### src/rtl/toggle_monitor_pkg.sv
// -----------------------------------------------------------------------------
// toggle_monitor_pkg
//   Shared definitions for the toggle monitor and for the upstream toggler
//   bench: the monitor state encoding and the default parameter values.
// -----------------------------------------------------------------------------
package toggle_monitor_pkg;

  localparam int DEF_TOGGLE_PERIOD = 5;   // expected cycles between edges (>= 2)
  localparam int DEF_TOLERANCE     = 0;   // allowed +/- deviation in cycles
  localparam int DEF_LOCK_COUNT    = 4;   // in-tolerance intervals needed to lock (>= 1)
  localparam int DEF_CNT_WIDTH     = 16;  // interval counter / period width (<= 31)

  typedef enum logic [1:0] {
    ST_IDLE    = 2'd0,
    ST_ACQUIRE = 2'd1,
    ST_LOCKED  = 2'd2,
    ST_FAULT   = 2'd3
  } state_t;

endpackage

### src/rtl/toggle_monitor_edge.sv
// -----------------------------------------------------------------------------
// toggle_edge_detect
//   Registers the incoming toggle once and flags a transition whenever the
//   live input differs from its registered copy.
//
// Ports
//   i_clk      : clock, rising edge
//   i_rst      : synchronous active-high reset (registered copy -> 0)
//   i_toggle   : toggle input, synchronous to i_clk
//   o_edge_det : combinational, high in the cycle a transition is seen
// -----------------------------------------------------------------------------
module toggle_edge_detect (
  input  logic i_clk,
  input  logic i_rst,
  input  logic i_toggle,
  output logic o_edge_det
);

  logic r_toggle;

  always_ff @(posedge i_clk) begin
    if (i_rst) r_toggle <= 1'b0;
    else       r_toggle <= i_toggle;
  end

  assign o_edge_det = i_toggle ^ r_toggle;

endmodule

### src/rtl/toggle_monitor.sv
// -----------------------------------------------------------------------------
// toggle_monitor
//   Measures the interval between toggle transitions, locks onto a stream of
//   in-tolerance intervals and raises a sticky fault when a locked stream
//   drifts or stops.
//
// Handshake: there is no backpressure. o_edge and o_period_valid are
//   single-cycle strobes; o_period is meaningful in the cycle o_period_valid
//   is high and holds its value until the next update.
//
// Ports
//   i_clk          : clock, rising edge
//   i_rst          : synchronous active-high reset
//   i_toggle       : square wave from the upstream toggler
//   i_clear        : one-cycle pulse, returns to IDLE from any state
//   o_edge         : one-cycle pulse per detected transition
//   o_period       : last measured interval in cycles
//   o_period_valid : one-cycle pulse when o_period updates
//   o_edge_count   : detected edge count, wraps 255 -> 0
//   o_locked       : high while LOCKED
//   o_fault        : high while FAULT
//   o_state        : current FSM state (debug)
// -----------------------------------------------------------------------------
module toggle_monitor
  import toggle_monitor_pkg::*;
#(
  parameter int TOGGLE_PERIOD = DEF_TOGGLE_PERIOD,
  parameter int TOLERANCE     = DEF_TOLERANCE,
  parameter int LOCK_COUNT    = DEF_LOCK_COUNT,
  parameter int CNT_WIDTH     = DEF_CNT_WIDTH
) (
  input  logic                 i_clk,
  input  logic                 i_rst,
  input  logic                 i_toggle,
  input  logic                 i_clear,
  output logic                 o_edge,
  output logic [CNT_WIDTH-1:0] o_period,
  output logic                 o_period_valid,
  output logic [7:0]           o_edge_count,
  output logic                 o_locked,
  output logic                 o_fault,
  output state_t               o_state
);

  localparam int MW = (LOCK_COUNT < 2) ? 1 : $clog2(LOCK_COUNT + 1);
  localparam int HI = TOGGLE_PERIOD + TOLERANCE;
  localparam int LO = TOGGLE_PERIOD - TOLERANCE;

  logic                 w_edge_det;
  logic                 w_in_tol;
  logic                 w_timeout;
  int                   w_cnt_int;
  state_t               r_state, w_state_nxt;
  logic [MW-1:0]        r_match, w_match_nxt;
  logic [CNT_WIDTH-1:0] r_cnt;
  logic                 r_edge;
  logic [CNT_WIDTH-1:0] r_period;
  logic                 r_period_valid;
  logic [7:0]           r_edge_count;
  logic                 r_locked;
  logic                 r_fault;

  toggle_edge_detect u_edge (
    .i_clk      (i_clk),
    .i_rst      (i_rst),
    .i_toggle   (i_toggle),
    .o_edge_det (w_edge_det)
  );

  // r_cnt holds the cycles elapsed since the last edge, i.e. the interval
  // being closed when an edge arrives. Compared as a signed int so a
  // negative lower bound (TOLERANCE > TOGGLE_PERIOD) behaves sensibly.
  always_comb begin
    w_cnt_int = int'(r_cnt);
    w_in_tol  = (w_cnt_int >= LO) && (w_cnt_int <= HI);
    w_timeout = !w_edge_det && (w_cnt_int > HI);
  end

  always_comb begin
    w_state_nxt = r_state;
    w_match_nxt = r_match;
    case (r_state)
      ST_IDLE: begin
        if (w_edge_det) begin
          w_state_nxt = ST_ACQUIRE;
          w_match_nxt = '0;
        end
      end
      ST_ACQUIRE: begin
        if (w_edge_det) begin
          if (w_in_tol) begin
            if (r_match == MW'(LOCK_COUNT - 1)) w_state_nxt = ST_LOCKED;
            else                                w_match_nxt = r_match + MW'(1);
          end else begin
            w_match_nxt = '0;
          end
        end else if (w_timeout) begin
          w_state_nxt = ST_IDLE;
          w_match_nxt = '0;
        end
      end
      ST_LOCKED: begin
        if ((w_edge_det && !w_in_tol) || w_timeout) w_state_nxt = ST_FAULT;
      end
      ST_FAULT: begin
        w_state_nxt = ST_FAULT;
      end
      default: begin
        w_state_nxt = ST_IDLE;
        w_match_nxt = '0;
      end
    endcase
    // Clear overrides whatever the edge/timeout logic decided.
    if (i_clear) begin
      w_state_nxt = ST_IDLE;
      w_match_nxt = '0;
    end
  end

  always_ff @(posedge i_clk) begin
    if (i_rst) begin
      r_state        <= ST_IDLE;
      r_match        <= '0;
      r_cnt          <= '0;
      r_edge         <= 1'b0;
      r_period       <= '0;
      r_period_valid <= 1'b0;
      r_edge_count   <= '0;
      r_locked       <= 1'b0;
      r_fault        <= 1'b0;
    end else begin
      r_state <= w_state_nxt;
      r_match <= w_match_nxt;

      if (i_clear)         r_cnt <= '0;
      else if (w_edge_det) r_cnt <= CNT_WIDTH'(1);
      else if (r_cnt != '1) r_cnt <= r_cnt + CNT_WIDTH'(1);

      // Edges are counted even when a clear swallows them.
      r_edge <= w_edge_det;
      if (w_edge_det) r_edge_count <= r_edge_count + 8'd1;

      // The first edge seen from IDLE opens a measurement; it closes none.
      r_period_valid <= 1'b0;
      if (w_edge_det && !i_clear && (r_state != ST_IDLE)) begin
        r_period       <= r_cnt;
        r_period_valid <= 1'b1;
      end

      r_locked <= (w_state_nxt == ST_LOCKED);
      r_fault  <= (w_state_nxt == ST_FAULT);
    end
  end

  assign o_edge         = r_edge;
  assign o_period       = r_period;
  assign o_period_valid = r_period_valid;
  assign o_edge_count   = r_edge_count;
  assign o_locked       = r_locked;
  assign o_fault        = r_fault;
  assign o_state        = r_state;

endmodule

### config.mk
export PLATFORM = sky130hd
export DESIGN_NAME = toggle_monitor
export DESIGN_NICKNAME = d
export VERILOG_FILES = /design/src/rtl/toggle_monitor_pkg.sv /design/src/rtl/toggle_monitor_edge.sv /design/src/rtl/toggle_monitor.sv
export SDC_FILE = /design/constraint.sdc
export NUM_CORES = 1
export LEC_CHECK = 0
export CORE_MARGIN = 10
export CORE_UTILIZATION = 40
export DETAILED_ROUTE_END_ITERATION = 10
export PLACE_DENSITY = 0.67
export SLEW_MARGIN = 10
export SYNTH_ARGS = -nofsm -noshare
export SYNTH_HDL_FRONTEND = slang
export SYNTH_SLANG_ARGS = --single-unit
### constraint.sdc
create_clock -name i_clk -period 2.29 [get_ports i_clk]
set_input_delay 0.458 -clock i_clk [delete_from_list [all_inputs] [get_ports i_clk]]
set_output_delay 0.458 -clock i_clk [all_outputs]
set_load 0.03 [all_outputs]
==> impl_metrics.env, run 1 <==
export IMPL_grt_pass1_vias=1816
export IMPL_cts_inserted_buffers=5
export IMPL_critPathLaunchType="flip-flop"
export IMPL_crit_path_max_fanout=9
export IMPL_grt_max_degree=29
export IMPL_power_density_nw_per_um2=570
export IMPL_yosys_warnings=0
export IMPL_core_um2=5200
export IMPL_slowest_delay_ps=740
export IMPL_ff_latch_area_um2=1000
export IMPL_combPwrFrac_pct=7.8
export IMPL_antenna_found_initial=0
export IMPL_num_io_pins=34
export IMPL_power_w=0.00154
export IMPL_routedWlPerCell_um=13.2
export IMPL_worstMarginPinSlew_ps=552
export IMPL_clock_skew_ps=9.53
export IMPL_power_switching_w=0.000362
export IMPL_synth_fp_nets=263
export IMPL_slew_limit_headroom_pct=63.2
export IMPL_worstSetupPathType="reg -> out"
export IMPL_routed_via_density=5.18
export IMPL_grt_overflow=0
export IMPL_vias=1865
export IMPL_drv_cap=0
export IMPL_ys_seq_area_share_pct=45.5
export IMPL_synth_area_um2=2200
export IMPL_fin_nets=299
export IMPL_r2r_cells=6
export IMPL_dp_hpwl_um=3580
export IMPL_p_int_w=0.00118
export IMPL_critPathSlowestCell="clkdlybuf4s50_1"
export IMPL_clkPwrFrac_pct=34.1
export IMPL_end_kind="primary output"
export IMPL_p_leak_nw=0.964
export IMPL_finalHoldViolCount=0
export IMPL_grt_pass1_wl_um=8090
export IMPL_clk_pin_slew_ps=90
export IMPL_synth_area_leaders="dfxtp_1 46%, nand2_1 8.0%, nor2_1 5.0%"
export IMPL_fin_area_um2=2700
export IMPL_setup_viol=0
export IMPL_seq_power_share_pct=58.1
export IMPL_post_cts_buffers=0
export IMPL_clock_root_buffer="clkbuf_8"
export IMPL_netlist_cell_type_count=37
export IMPL_post_cts_resized=0
export IMPL_status="completed"
export IMPL_drcViolationCount=0
export IMPL_r2r_setup_slack_ps=350
export IMPL_place_congestion=0.861
export IMPL_whs_endpoint="o_period[15]"
export IMPL_rsz0062_at_grt="false"
export IMPL_hp_class="reg -> reg"
export IMPL_start_util_pct=42.2
export IMPL_synth_area_leader_cell="dfxtp_1"
export IMPL_clock_fmax_mhz=493
export IMPL_die_width_um=94.1
export IMPL_die_h_um=94.1
export IMPL_r2r_end="o_locked"
export IMPL_period_needed_ps=2030
export IMPL_ir_worst_vdd_v=0.000231
export IMPL_place_area_um2=2610
export IMPL_finalCritPeriodShare_pct=88.6
export IMPL_hold_buffers=0
export IMPL_arrival_ps=1570
export IMPL_holdCritStartpoint="o_period[15]"
export IMPL_slew_violations=0
export IMPL_std_cell_rows=26
export IMPL_synth_ff_latch_count=50
export IMPL_diodes=0
export IMPL_wl_um=4760
export IMPL_startpoint="o_state[1]"
export IMPL_min_path_cells=2
export IMPL_synth_top_area_share_pct=45.5
export IMPL_insertion_delay_ps=300
export IMPL_clock_sinks=50
export IMPL_floorplan_die_area_um2=8860
export IMPL_area_growth_pct=22.7
export IMPL_cp_required_ps=1830
export IMPL_multiInputGateArea_um2=1110
export IMPL_ant_nets=0
export IMPL_crit_chain="clkdlybuf4s50_1"
export IMPL_dr_pass1_iters=4
export IMPL_avgSynthCellArea_um2=8.69
export IMPL_cts_tree="done"
export IMPL_io_buffers=33
export IMPL_drive_gt1_share_pct=7.59
export IMPL_cts_max_path_buffers=2
export IMPL_syn_inst=253
export IMPL_grtUsageTotal_pct=10.9
export IMPL_r2r_start="r_cnt[0]"
export IMPL_worst_path_buf_inv=1
export IMPL_swShare_pct=23.5
export IMPL_cp_top_family="buffers and inverters"
export IMPL_drt_iter0_markers=78
export IMPL_fillCellCount=496
export IMPL_h_tree_depth=2
flip-flops by register name, summed over array words and instances, names as in the netlist:
register         cells
o_period            16
u_edge.r_toggle      1
o_edge               1
o_locked             1
r_cnt               16
o_fault              1
o_period_valid       1
o_edge_count         8
r_match              3
o_state              2
kinds of logic after synthesis:
logic type / count (synthesis) / share of synthesized area (%)
xor+xnor: 16 / 6.37
fa+ha+maj: 6 / 3.41
buf+inv: 16 / 3.87
mux: 5 / 2.28
simple gates: 125 / 29.3
compound gates: 35 / 9.28
flops: 50 / 45.5
metal layers:
| layer | GRT usage [%] | vias to the layer above | part of all wire (%) |
|---|---|---|---|
| met1 | 13.2 | 871 | 47 |
| met4 | 4.81 | 0 | 2.0 |
| met3 | 2.48 | 7 | 6.0 |
| li1 | - | 941 | - |
| met5 | 0 | - | 0 |
| met2 | 18.0 | 46 | 45 |
synthesized netlist by cell type (all sizes together):
cell type  number
a21boi          1
a21oi          18
a31oi           7
a41o            1
and2            2
and3            3
and4            4
buf             2
clkbuf         10
dfxtp          50
ha              6
inv             4
mux2i           5
nand2          47
nand2b          3
nand3           6
nand3b          1
nand4           9
nor2           29
nor2b           2
nor3           11
nor3b           1
nor4            4
nor4b           2
o211a           1
o21a            2
o21ai           4
o21bai          1
or4b            1
xnor2           4
xor2           12
layout by cell type (no fill, tap or decap):
| cell type | n |
|---|---|
| nor3b_1 | 1 |
| nor4b_1 | 2 |
| nand2_1 | 47 |
| nor4_2 | 1 |
| o21ai_1 | 1 |
| clkdlybuf4s50_1 | 33 |
| o21a_1 | 2 |
| clkbuf_8 | 6 |
| nand2b_1 | 3 |
| buf_4 | 8 |
| mux2i_1 | 5 |
| nor4_4 | 2 |
| o21bai_1 | 1 |
| and4_2 | 2 |
| nand3_1 | 6 |
| nand4_2 | 2 |
| inv_1 | 4 |
| clkbuf_1 | 1 |
| and4_1 | 2 |
| xor2_1 | 12 |
| nor2_1 | 29 |
| nor2b_1 | 2 |
| clkinv_2 | 1 |
| a41o_1 | 1 |
| nand3b_1 | 1 |
| a21boi_0 | 1 |
| nor3_1 | 11 |
| or4b_1 | 1 |
| xnor2_1 | 4 |
| and3_1 | 3 |
| o211a_1 | 1 |
| a31oi_1 | 7 |
| nor4_1 | 1 |
| dfxtp_1 | 50 |
| ha_1 | 6 |
| and2_1 | 2 |
| nand4_1 | 7 |
| o21ai_0 | 3 |
| a21oi_1 | 18 |
metrics by stage:
step | worst slack (ps) | hold WS (ps) | utilization [%] | std cells | setup TNS (ps)
5_1_grt | 139 | 477 | 51.8 | 360 | 0
4_1_cts | 270 | 459 | 51.8 | 360 | 0
3_5_place_dp | -0.115 | 446 | 50.1 | 352 | -0.115
2_1_floorplan | 542 | 435 | - | 253 | 0
3_3_place_gp | 48.2 | 444 | 50.1 | 352 | 0
6_report | 261 | 457 | 51.8 | 360 | 0
how the worst max path moves through the flow:
| stage | endpoint | slack [ps] | depth (start not counted) |
|---|---|---|---|
| 3_5_place_dp | r_match[0] | -0.1 | 7 |
| 4_1_cts | o_state[1] | 270 | 1 |
| 6_report | o_state[1] | 260 | 1 |
| 2_1_floorplan | o_locked | 540 | 7 |
| 5_1_grt | r_match[1] | 140 | 7 |
| 3_3_place_gp | r_match[1] | 50 | 7 |
area by class of cell:
cell class / instances / area share, %
Timing Repair Buffer: 41 / 14.5
Clock inverter: 1 / 0.186
Tap cell: 70 / 3.25
Sequential cell: 50 / 37.1
Clock buffer: 7 / 3.20
Multi-Input combinational cell: 187 / 41.2
Inverter: 4 / 0.557
power groups by stage:
stage          Combinational [W]  Sequential [W]  Clock (W)
2_1_floorplan          0.0000637        0.000926          0
3_3_place_gp            0.000121        0.000913          0
3_5_place_dp            0.000121        0.000913          0
4_1_cts                 0.000121        0.000892   0.000544
5_1_grt                 0.000132        0.000895   0.000560
6_report                0.000120        0.000893   0.000524
No activity file was read; power rests on OpenSTA's default activity.
==> run 2: changes to the inputs <==
--- a/config.mk
+++ b/config.mk
@@ -12,4 +12,5 @@
 export SLEW_MARGIN = 10
 export SYNTH_ARGS = -nofsm -noshare
 export SYNTH_HDL_FRONTEND = slang
+export SYNTH_HIERARCHICAL = 1
 export SYNTH_SLANG_ARGS = --single-unit
==> run 2 against run 1 <==
  * Flip-flop and latch count did not move
  * Sequential share of layout area fell by 1.7 points
  * Core utilization shrank 0.45 points
  * Clock skew decreased by 2.6 ps
  * Clock power increased by 14%
  * Synthesized cell count increased by 2.4%
  * Worst hold slack improved by 0.90 ps
  * Combinational power rose by 4%
  * Area after synthesis increased by 2.6%
  * Critical endpoint unchanged
  * Largest cell class unchanged
  * Highest routed layer unchanged
==> impl_metrics.env, run 2 <==
export IMPL_grt_overflow=0
export IMPL_slew_limit_headroom_pct=68.2
export IMPL_slowest_delay_ps=740
export IMPL_fin_nets=310
export IMPL_finalHoldViolCount=0
export IMPL_post_route_util_pct=51.4
export IMPL_synth_area_um2=2260
export IMPL_start_util_pct=41.0
export IMPL_synth_enable_flop_cells=0
export IMPL_clock_root_buffer="clkbuf_8"
export IMPL_r2r_cells=5
export IMPL_holdCritStartpoint="o_period[4]"
export IMPL_hp_class="reg -> reg"
export IMPL_wl_um=4820
export IMPL_seq_power_share_pct=55.2
export IMPL_combPwrFrac_pct=7.7
export IMPL_cts_tree="done"
export IMPL_synth_common_cells="50 x dfxtp_1, 42 x nand2_1, 27 x a21oi_1"
export IMPL_worstSetupPathType="reg -> out"
export IMPL_fillCellCount=536
export IMPL_ir_worst_vdd_v=0.000378
export IMPL_yosys_most_used_dff="dfxtp_1"
export IMPL_yosys_warnings=6
export IMPL_h_tree_depth=2
export IMPL_core_um2=5510
export IMPL_vias=1892
export IMPL_std_cell_rows=27
export IMPL_whs_endpoint="o_period[4]"
export IMPL_clkPwrFrac_pct=37.0
export IMPL_dr_pass1_iters=4
export IMPL_synth_ff_latch_count=50
export IMPL_num_io_pins=34
export IMPL_drv_cap=0
export IMPL_worstMarginPinSlew_ps=473
export IMPL_async_flop_share_pct=0
export IMPL_clock_sinks=50
export IMPL_fin_cells=373
export IMPL_grt_max_degree=22
export IMPL_grt_pass1_vias=1749
export IMPL_cts_max_path_buffers=2
export IMPL_rsz0062_at_grt="false"
export IMPL_post_cts_buffers=0
export IMPL_synth_fp_nets=269
export IMPL_min_path_cells=2
export IMPL_floorplan_die_area_um2=9040
export IMPL_critPathLaunchType="flip-flop"
export IMPL_slew_violations=0
export IMPL_dp_cells=365
export IMPL_synth_area_leaders="dfxtp_1 44%, nand2_1 7.0%, a21oi_1 6.0%"
export IMPL_die_h_um=95.1
export IMPL_io_buffers=33
export IMPL_insertion_delay_ps=300
export IMPL_final_common_cell="dfxtp_1"
export IMPL_critPathSlowestCell="clkdlybuf4s50_1"
export IMPL_post_cts_resized=0
export IMPL_clock_skew_ps=6.96
export IMPL_r2r_start="r_cnt[10]"
export IMPL_cp_required_ps=1830
export IMPL_antenna_found_initial=0
export IMPL_die_width_um=95.1
export IMPL_clock_fmax_mhz=501
export IMPL_power_density_nw_per_um2=571
export IMPL_netlist_cell_type_count=46
export IMPL_period_needed_ps=2000
export IMPL_status="completed"
export IMPL_cp_top_family="buffers and inverters"
export IMPL_crit_path_max_fanout=9
export IMPL_place_congestion=0.840
export IMPL_avgSynthCellArea_um2=8.71
export IMPL_drive_gt1_share_pct=12.6
export IMPL_drt_iter0_markers=97
export IMPL_arrival_ps=1540
export IMPL_power_switching_w=0.000357
export IMPL_synth_area_leader_cell="dfxtp_1"
export IMPL_worst_path_buf_inv=1
export IMPL_p_leak_nw=0.993
export IMPL_layout_cells_most_common_list="50 x dfxtp_1, 42 x nand2_1, 33 x clkdlybuf4s50_1, 27 x a21oi_1, 25 x nor2_1"
export IMPL_swShare_pct=22.1
export IMPL_syn_inst=259
export IMPL_crit_chain="clkdlybuf4s50_1"
export IMPL_routedWlPerCell_um=12.9
export IMPL_dp_hpwl_um=3660
export IMPL_end_kind="primary output"
export IMPL_grt_pass1_wl_um=8150
export IMPL_diodes=0
export IMPL_tns_ps=0
export IMPL_area_growth_pct=25.4
export IMPL_r2r_end="o_state[0]"
export IMPL_setup_viol=0
export IMPL_hold_buffers=0
export IMPL_finalCritPeriodShare_pct=87.2
export IMPL_synth_most_common_cell="dfxtp_1"
export IMPL_drcViolationCount=0
export IMPL_worst_hold_slack_ps=458
export IMPL_synth_top_area_share_pct=44.4
export IMPL_routed_via_density=5.07
export IMPL_clk_pin_slew_ps=90
export IMPL_grtUsageTotal_pct=10.9
export IMPL_p_int_w=0.00126
export IMPL_r2r_setup_slack_ps=300
export IMPL_cts_inserted_buffers=5
export IMPL_ys_seq_area_share_pct=44.4
export IMPL_ant_nets=0
[run 2: cell families (layout without fill, tap and decap cells)]
| group | Yosys count | count (layout) | share of synthesized area, % |
|---|---|---|---|
| mux | 5 | 5 | 2.38 |
| compound gates | 44 | 44 | 13.0 |
| buf+inv | 20 | 62 | 3.72 |
| flops | 50 | 50 | 44.4 |
| xor+xnor | 16 | 16 | 6.21 |
| simple gates | 118 | 118 | 27.0 |
| fa+ha+maj | 6 | 6 | 3.33 |
[run 2: worst max-delay path by stage]
| stage | from | end | slack, ps | depth (start not counted) |
|---|---|---|---|---|
| after CTS | r_cnt[10] | o_state[0] | 280 | 5 |
| after detailed placement | i_toggle | o_edge_count[5] | 4 | 7 |
| after global routing | i_toggle | o_edge_count[5] | 160 | 7 |
| final | o_state[1] | o_state[1] | 290 | 1 |
| after global placement | i_toggle | o_edge_count[7] | 90 | 7 |
| after floorplan | i_toggle | o_period[10] | 400 | 6 |
[run 2: routing by layer]
layer	GRT usage, %	wire length (µm)	up-vias
li1	-	-	973
met1	13.5	2220	884
met2	18.2	2290	31
met3	2.28	256	4
met4	3.62	56	0
met5	0	0	-
[run 2: cell type report]
type,instances,area [µm²],area share (%)
Multi-Input combinational cell,189,1170,41.4
Sequential cell,50,1000,35.4
Clock buffer,5,68.8,2.43
Tap cell,72,90.1,3.18
Clock inverter,3,40.0,1.42
Timing Repair Buffer,46,428,15.1
Inverter,8,30.0,1.06
[run 2: per-stage QoR]
step / instance area, µm² / power [W] / setup slack [ps]
2_1_floorplan: 2260 / 0.000985 / 400
3_3_place_gp: 2720 / 0.00104 / 94.9
3_5_place_dp: 2720 / 0.00104 / 3.78
4_1_cts: 2830 / 0.00164 / 277
5_1_grt: 2830 / 0.00169 / 156
6_report: 2830 / 0.00162 / 293
[run 2: power groups by stage]
stage | registers (W) | clock network [W] | logic [W]
6_report | 0.000892 | 0.000598 | 0.000125
5_1_grt | 0.000895 | 0.000656 | 0.000138
4_1_cts | 0.000893 | 0.000624 | 0.000127
3_5_place_dp | 0.000913 | 0 | 0.000127
3_3_place_gp | 0.000913 | 0 | 0.000126
2_1_floorplan | 0.000926 | 0 | 0.0000585
